[src/rtl/baw_round_sched.sv]
// Round/turn sequencer for the two-player black-and-white bidding game.
// Optional: define BAW_HIDE_BID_EN to blank p1_bid/p2_bid outside MATCH and GAME.
module baw_round_sched #(
    parameter int unsigned START_PTS = 40,
    parameter int unsigned ROUNDS    = 9,
    parameter int unsigned WIN_SCORE = 5
) (
    input  logic        clk,
    input  logic        rst_n,
    input  logic        btnCenter,
    input  logic        btnTop,
    input  logic        btnBottom,
    input  logic        btnLeft,
    input  logic        btnRight,
    input  logic [15:0] sw,
    output logic [2:0]  state,
    output logic [3:0]  round,
    output logic [3:0]  p1_bid,
    output logic [3:0]  p2_bid,
    output logic [7:0]  p1_pts,
    output logic [7:0]  p2_pts,
    output logic [3:0]  p1_score,
    output logic [3:0]  p2_score,
    output logic [1:0]  round_winner,
    output logic [1:0]  game_winner,
    output logic        finish,
    output logic        bid_err
);

    typedef enum logic [2:0] {
        StInit   = 3'd0,
        StRasp   = 3'd1,
        StBawp   = 3'd2,
        StP1Turn = 3'd3,
        StP2Turn = 3'd4,
        StMatch  = 3'd5,
        StGame   = 3'd6
    } state_e;

    // Event vector bit order doubles as priority order (bit 0 highest).
    localparam int unsigned EvBottom = 0;
    localparam int unsigned EvCenter = 1;
    localparam int unsigned EvTop    = 2;
    localparam int unsigned EvLeft   = 3;
    localparam int unsigned EvRight  = 4;

    localparam logic [7:0] PtsInit  = 8'(START_PTS);
    localparam logic [3:0] RoundMax = 4'(ROUNDS);
    localparam logic [3:0] ScoreWin = 4'(WIN_SCORE);

    state_e      state_q, state_d;
    logic [3:0]  round_q, round_d;
    logic [3:0]  p1_bid_q, p1_bid_d, p2_bid_q, p2_bid_d;
    logic [7:0]  p1_pts_q, p1_pts_d, p2_pts_q, p2_pts_d;
    logic [3:0]  p1_score_q, p1_score_d, p2_score_q, p2_score_d;
    logic [1:0]  round_winner_q, round_winner_d;
    logic [1:0]  game_winner_q, game_winner_d;
    logic        finish_q, finish_d;
    logic        bid_err_q, bid_err_d;
    logic        p1_lock_q, p1_lock_d, p2_lock_q, p2_lock_d;
    logic [4:0]  btn_prev_q, btn_prev_d;

    logic [4:0]  btn_now;
    logic [4:0]  btn_ev;
    logic [4:0]  ev_mask;
    logic [4:0]  ev_act;
    logic [4:0]  grant;

    logic [4:0]  sw_cnt;
    logic [3:0]  sw_val;
    logic [7:0]  turn_pts;
    logic        bid_ok;

    logic [3:0]  m_p1_score, m_p2_score;
    logic [1:0]  m_winner;
    logic        m_finish;

    assign btn_now    = {btnRight, btnLeft, btnTop, btnCenter, btnBottom};
    assign btn_ev     = btn_now & ~btn_prev_q;
    assign btn_prev_d = btn_now;

    // Priority is resolved only among events the current state reacts to,
    // so an ignored higher-priority press cannot mask a meaningful one.
    always_comb begin
        ev_mask = 5'b00000;
        ev_mask[EvBottom] = 1'b1;
        unique case (state_q)
            StInit:   ev_mask[EvCenter] = 1'b1;
            StRasp:   ev_mask[EvTop] = 1'b1;
            StBawp: begin
                ev_mask[EvCenter] = 1'b1;
                ev_mask[EvLeft]   = 1'b1;
                ev_mask[EvRight]  = 1'b1;
            end
            StP1Turn, StP2Turn: begin
                ev_mask[EvTop]   = 1'b1;
                ev_mask[EvLeft]  = 1'b1;
                ev_mask[EvRight] = 1'b1;
            end
            StMatch:  ev_mask[EvLeft] = 1'b1;
            default:  ev_mask = 5'b00001;
        endcase
    end

    assign ev_act = btn_ev & ev_mask;
    assign grant  = ev_act & (~ev_act + 5'd1);

    always_comb begin
        sw_cnt = 5'd0;
        sw_val = 4'd0;
        for (int i = 0; i < 16; i++) begin
            if (sw[i]) begin
                sw_cnt = sw_cnt + 5'd1;
                sw_val = 4'(i);
            end
        end
    end

    assign turn_pts = (state_q == StP2Turn) ? p2_pts_q : p1_pts_q;
    assign bid_ok   = (sw_cnt <= 5'd1) && ({4'd0, sw_val} <= turn_pts);

    // Round arbitration evaluated from the locked bids, applied on MATCH entry.
    always_comb begin
        m_p1_score = p1_score_q;
        m_p2_score = p2_score_q;
        m_winner   = 2'd0;
        if (p1_bid_q > p2_bid_q) begin
            m_winner = 2'd1;
            if (p1_score_q < ScoreWin) m_p1_score = p1_score_q + 4'd1;
        end else if (p2_bid_q > p1_bid_q) begin
            m_winner = 2'd2;
            if (p2_score_q < ScoreWin) m_p2_score = p2_score_q + 4'd1;
        end
        m_finish = (m_p1_score >= ScoreWin) || (m_p2_score >= ScoreWin) ||
                   (round_q >= RoundMax);
    end

    always_comb begin
        state_d        = state_q;
        round_d        = round_q;
        p1_bid_d       = p1_bid_q;
        p2_bid_d       = p2_bid_q;
        p1_pts_d       = p1_pts_q;
        p2_pts_d       = p2_pts_q;
        p1_score_d     = p1_score_q;
        p2_score_d     = p2_score_q;
        round_winner_d = round_winner_q;
        game_winner_d  = game_winner_q;
        finish_d       = finish_q;
        bid_err_d      = 1'b0;
        p1_lock_d      = p1_lock_q;
        p2_lock_d      = p2_lock_q;

        if (grant[EvBottom]) begin
            state_d        = StInit;
            round_d        = 4'd1;
            p1_bid_d       = 4'd0;
            p2_bid_d       = 4'd0;
            p1_pts_d       = PtsInit;
            p2_pts_d       = PtsInit;
            p1_score_d     = 4'd0;
            p2_score_d     = 4'd0;
            round_winner_d = 2'd0;
            game_winner_d  = 2'd0;
            finish_d       = 1'b0;
            p1_lock_d      = 1'b0;
            p2_lock_d      = 1'b0;
        end else begin
            unique case (state_q)
                StInit: begin
                    if (grant[EvCenter]) state_d = StRasp;
                end
                StRasp: begin
                    if (grant[EvTop]) begin
                        state_d        = StBawp;
                        p1_lock_d      = 1'b0;
                        p2_lock_d      = 1'b0;
                        p1_bid_d       = 4'd0;
                        p2_bid_d       = 4'd0;
                        round_winner_d = 2'd0;
                    end
                end
                StBawp: begin
                    if (grant[EvCenter]) begin
                        if (p1_lock_q && p2_lock_q) begin
                            state_d        = StMatch;
                            p1_pts_d       = p1_pts_q - {4'd0, p1_bid_q};
                            p2_pts_d       = p2_pts_q - {4'd0, p2_bid_q};
                            p1_score_d     = m_p1_score;
                            p2_score_d     = m_p2_score;
                            round_winner_d = m_winner;
                            finish_d       = m_finish;
                        end
                    end else if (grant[EvLeft]) begin
                        if (!p1_lock_q) state_d = StP1Turn;
                    end else if (grant[EvRight]) begin
                        if (!p2_lock_q) state_d = StP2Turn;
                    end
                end
                StP1Turn, StP2Turn: begin
                    if (grant[EvTop]) begin
                        if (bid_ok) begin
                            state_d = StBawp;
                            if (state_q == StP1Turn) begin
                                p1_bid_d  = sw_val;
                                p1_lock_d = 1'b1;
                            end else begin
                                p2_bid_d  = sw_val;
                                p2_lock_d = 1'b1;
                            end
                        end else begin
                            bid_err_d = 1'b1;
                        end
                    end else if (grant[EvLeft] || grant[EvRight]) begin
                        state_d = StBawp;
                    end
                end
                StMatch: begin
                    if (grant[EvLeft]) begin
                        if (finish_q) begin
                            state_d = StGame;
                            if (p1_score_q > p2_score_q) begin
                                game_winner_d = 2'd1;
                            end else if (p2_score_q > p1_score_q) begin
                                game_winner_d = 2'd2;
                            end else begin
                                game_winner_d = 2'd0;
                            end
                        end else begin
                            state_d = StRasp;
                            if (round_q < RoundMax) round_d = round_q + 4'd1;
                        end
                    end
                end
                StGame: begin
                    state_d = StGame;
                end
                default: begin
                    state_d = StInit;
                end
            endcase
        end
    end

    always_ff @(posedge clk or negedge rst_n) begin
        if (!rst_n) begin
            state_q        <= StInit;
            round_q        <= 4'd1;
            p1_bid_q       <= 4'd0;
            p2_bid_q       <= 4'd0;
            p1_pts_q       <= PtsInit;
            p2_pts_q       <= PtsInit;
            p1_score_q     <= 4'd0;
            p2_score_q     <= 4'd0;
            round_winner_q <= 2'd0;
            game_winner_q  <= 2'd0;
            finish_q       <= 1'b0;
            bid_err_q      <= 1'b0;
            p1_lock_q      <= 1'b0;
            p2_lock_q      <= 1'b0;
            btn_prev_q     <= 5'd0;
        end else begin
            state_q        <= state_d;
            round_q        <= round_d;
            p1_bid_q       <= p1_bid_d;
            p2_bid_q       <= p2_bid_d;
            p1_pts_q       <= p1_pts_d;
            p2_pts_q       <= p2_pts_d;
            p1_score_q     <= p1_score_d;
            p2_score_q     <= p2_score_d;
            round_winner_q <= round_winner_d;
            game_winner_q  <= game_winner_d;
            finish_q       <= finish_d;
            bid_err_q      <= bid_err_d;
            p1_lock_q      <= p1_lock_d;
            p2_lock_q      <= p2_lock_d;
            btn_prev_q     <= btn_prev_d;
        end
    end

    assign state        = state_q;
    assign round        = round_q;
    assign p1_pts       = p1_pts_q;
    assign p2_pts       = p2_pts_q;
    assign p1_score     = p1_score_q;
    assign p2_score     = p2_score_q;
    assign round_winner = round_winner_q;
    assign game_winner  = game_winner_q;
    assign finish       = finish_q;
    assign bid_err      = bid_err_q;

`ifdef BAW_HIDE_BID_EN
    logic bid_visible;
    assign bid_visible = (state_q == StMatch) || (state_q == StGame);
    assign p1_bid      = bid_visible ? p1_bid_q : 4'd0;
    assign p2_bid      = bid_visible ? p2_bid_q : 4'd0;
`else
    assign p1_bid = p1_bid_q;
    assign p2_bid = p2_bid_q;
`endif

endmodule

[config.mk]
export PLATFORM = sky130hd
export DESIGN_NAME = baw_round_sched
export DESIGN_NICKNAME = d
export VERILOG_FILES = /design/src/rtl/baw_round_sched.sv
export SDC_FILE = /design/constraint.sdc
export NUM_CORES = 1
export LEC_CHECK = 0
export CORE_MARGIN = 8
export CORE_UTILIZATION = 50
export DETAILED_ROUTE_END_ITERATION = 7
export HOLD_SLACK_MARGIN = 0.03
export PLACE_DENSITY = 0.73
export REMOVE_ABC_BUFFERS = 1
export SLEW_MARGIN = 20
export SYNTH_ARGS = -nofsm -noshare
export SYNTH_HDL_FRONTEND = slang
export SYNTH_SLANG_ARGS = --single-unit
[constraint.sdc]
create_clock -name clk -period 4.5 [get_ports clk]
set_input_delay 0.675 -clock clk [delete_from_list [all_inputs] [get_ports clk]]
set_output_delay 0.675 -clock clk [all_outputs]
set_load 0.02 [all_outputs]
==> metrics.txt <==
crit path capture=state[1]$_DFFE_PN0P_; Place WS=-6.05 ns; Sum Neg Setup Slack=-61.69 ns; most area-consuming cells after synthesis=dfrtp_1 22%, ha_1 10%, nand2_1 4.6%, xnor2_1 4.4%, nor2_1 4.0%; Via density=a little under 6; Post-Route WL=around 17000 um; arrival time at the worst endpoint=9.21 ns; Residual DRC=0; DP Area=just under 7000 um2; Final min period=9.00 ns; initial antenna violation count=0; slowest cell on the critical path=xor3_2; CORE AREA=approximately 10000 um2; Vias=5625; sequential area share after synthesis=0.250; CP max FO=3; Final Power=0.00439 W; RePlAce Congestion=just under 0.9; outcome=finished, violations left; Slew Limit Fails=0; post-route ant nets=0; Setup violations, final=14; Primary FF master, synth=dfrtp_1; Synth top area share=0.225; Synth Register Bits=52; root buffer cell=clkbuf_8; TritonCTS buffer count=5; Filler cells=705; first drt pass iteration count=5; async set or reset register ratio after synthesis=1.00; R2R depth=16; die height=between 100 and 150 um; Synth area leader=dfrtp_1; antenna diode count=0; syn_area_per_cell=around 8.4 um2; Clock Pin Slew Worst Setup and Hold Paths=approximately 0.10 ns; R2R setup slack=just over 1 ns; fin worst setup slack=-4.50 ns; clock sink total=52; Final Hold Vio Count=0; post-synthesis cell count=623; Worst path depth=48; Pleak=~3.3 nW; Most Used Layer, Global Route=met2; Least-Margin Pin Slew=0.851 ns; Initial Utilization=0.511; met2 usage=0.429; Yosys cell types=between 80 and 90; RSZ-0062 raised after global routing=yes; synthesized area=between 5000 and 6000 um2; drt wl/cell=between 15 and 20 um; CP peak stage delay=just under 0.5 ns; total gr overflow=0; yosys warns=0; final worst clock skew=0.0146 ns; Slew HR=0.431; die area=roughly 14000 um2; max cap viols=0; GR Util All Layers=0.235; layout cells sized above 1=0.318; critical setup path kind=in2reg; num rows=37; Post-synth EDFFs=0; Critical R2R Capture=state[1]$_DFFE_PN0P_; crit path capture type=flop; Max VDD drop=slightly below 0.6 mV; Period Utilization, post-route=2.00; PD cells=approximately 570 nW/um2; fin nets=a little under 900; met1 usage=0.270; f_max=between 100 and 150 MHz; io pins=68; Critical Path Most Common Cell=ha_4; H-Tree Depth=2; vias in the first global route=5780; port bufs=67; data required time of the worst path=roughly 4.7 ns; Critical R2R Launch=state[1]$_DFFE_PN0P_; Initial DRC Count=slightly above 400; Hold/Removal Path Class=in2async; failing checks=negative setup slack; hpwl dp=between 10000 and 15000 um; Worst-Skew Late Latency=between 0.3 and 0.4 ns; Crit path max-delay family=adder cells; P&R area growth vs syn=47.7%; CTS tree=done; CP bufs+invs=6; Setup crit start=sw[3]; largest net degree at the start of global routing=53; met3 Usage GRT=0.0305; first-pass GRT wire length=approximately 28000 um; design area=about 7700 um2; Max Buffers Root-to-Sink=2; startpoint type of the worst setup path=input pin; die width=approximately 120 um
cell usage in the layout (no fill, tap or decap), types with 15 or more instances in the layout:
cell type	n
a21oi_1	31
clkdlybuf4s50_1	63
inv_1	37
dfrtp_1	47
ha_1	30
buf_4	144
nand3_1	15
nand2_1	56
xnor2_1	26
nor2_1	51
o21ai_0	23
metal layers:
| metal | vias to the layer above | part of all wire |
|---|---|---|
| li1 | 2659 | - |
| met1 | 2696 | 0.40 |
| met2 | 209 | 0.52 |
| met3 | 61 | 0.045 |
| met4 | 0 | 0.039 |
| met5 | - | 0 |
worst min-delay path by stage:
stage | slack, ns | endpoint | from | cells past startpoint
after floorplan | 0.38 | bid_err$_DFF_PN0_ | rst_n | 0
after CTS | 0.49 | btn_prev_q[3]$_DFF_PN0_ | rst_n | 2
after global routing | 0.51 | p1_lock_q$_DFFE_PN0P_ | rst_n | 2
after detailed placement | 0.49 | round_winner[1]$_DFFE_PN0P_ | round_winner[1]$_DFFE_PN0P_ | 2
final | 0.46 | bid_err$_DFF_PN0_ | rst_n | 2
after global placement | 0.49 | round_winner[1]$_DFFE_PN0P_ | round_winner[1]$_DFFE_PN0P_ | 2
cells by family (layout without fill, tap and decap cells):
kind of cell               Yosys count  in the layout  share of synthesized area
and+or+nand+nor                    227            227                      0.217
DFF                                 52             52                      0.250
xor gates and xnor gates            55             55                      0.130
buffers and inverters               68            272                     0.0531
AOI/OAI and AO/OA                  165            165                      0.218
muxes                               12             12                     0.0237
adders and majority gates           44             44                      0.108
cells in the mapped netlist (6+ instances only):
cell type / number
nand2_1: 64
nor2_1: 56
dfrtp_1: 47
inv_1: 45
ha_1: 42
a21oi_1: 37
o21ai_0: 28
xnor2_1: 26
nand3_1: 16
clkbuf_1: 14
nand2b_1: 14
xor2_1: 14
nor3_1: 12
a21o_1: 11
mux2i_1: 9
nand4_1: 9
a211oi_1: 8
and3_1: 8
nor2b_1: 8
nor4_1: 8
o211ai_1: 8
o22ai_1: 8
o21ai_1: 7
or3_1: 6
sequential cells by signal, summed over array words and instances, names as in the netlist, 2 cells and up:
| register | cells |
|---|---|
| btn_prev_q | 5 |
| p2_bid | 4 |
| round | 4 |
| p2_score | 4 |
| p1_pts | 8 |
| game_winner | 2 |
| p2_pts | 8 |
| round_winner | 2 |
| p1_bid | 4 |
| p1_score | 4 |
| state | 3 |
per-stage QoR:
step,cells,utilization,hold slack (ns)
3_5_place_dp,909,0.661,0.487
2_1_floorplan,601,-,0.379
5_1_grt,963,0.755,0.514
4_1_cts,959,0.736,0.487
3_3_place_gp,909,0.661,0.490
6_report,963,0.755,0.460
power breakdown:
| group | switching (W) | total, W | internal [W] |
|---|---|---|---|
| registers | 0.0000617 | 0.000555 | 0.000494 |
| clock network | 0.000174 | 0.000288 | 0.000114 |
| logic | 0.00164 | 0.00355 | 0.00191 |
cell type report:
class,count,area [um2],share of cell area
multi-input cells,503,4130,0.535
repair buffers,218,1840,0.238
flip-flops and latches,52,1310,0.169
inverters,46,180,0.0233
well taps,136,170,0.0220
clock buffers,5,68.8,0.00891
clock inverters,3,26.3,0.00340
what timing repair did:
item	4_1_cts	5_1_grt
setup buffers	43	7
gates resized for setup	87	33
setup endpoints to repair	14	14
hold buffers	0	0
pin swaps	42	44
Note: power is estimated with default switching activity, not from simulation.
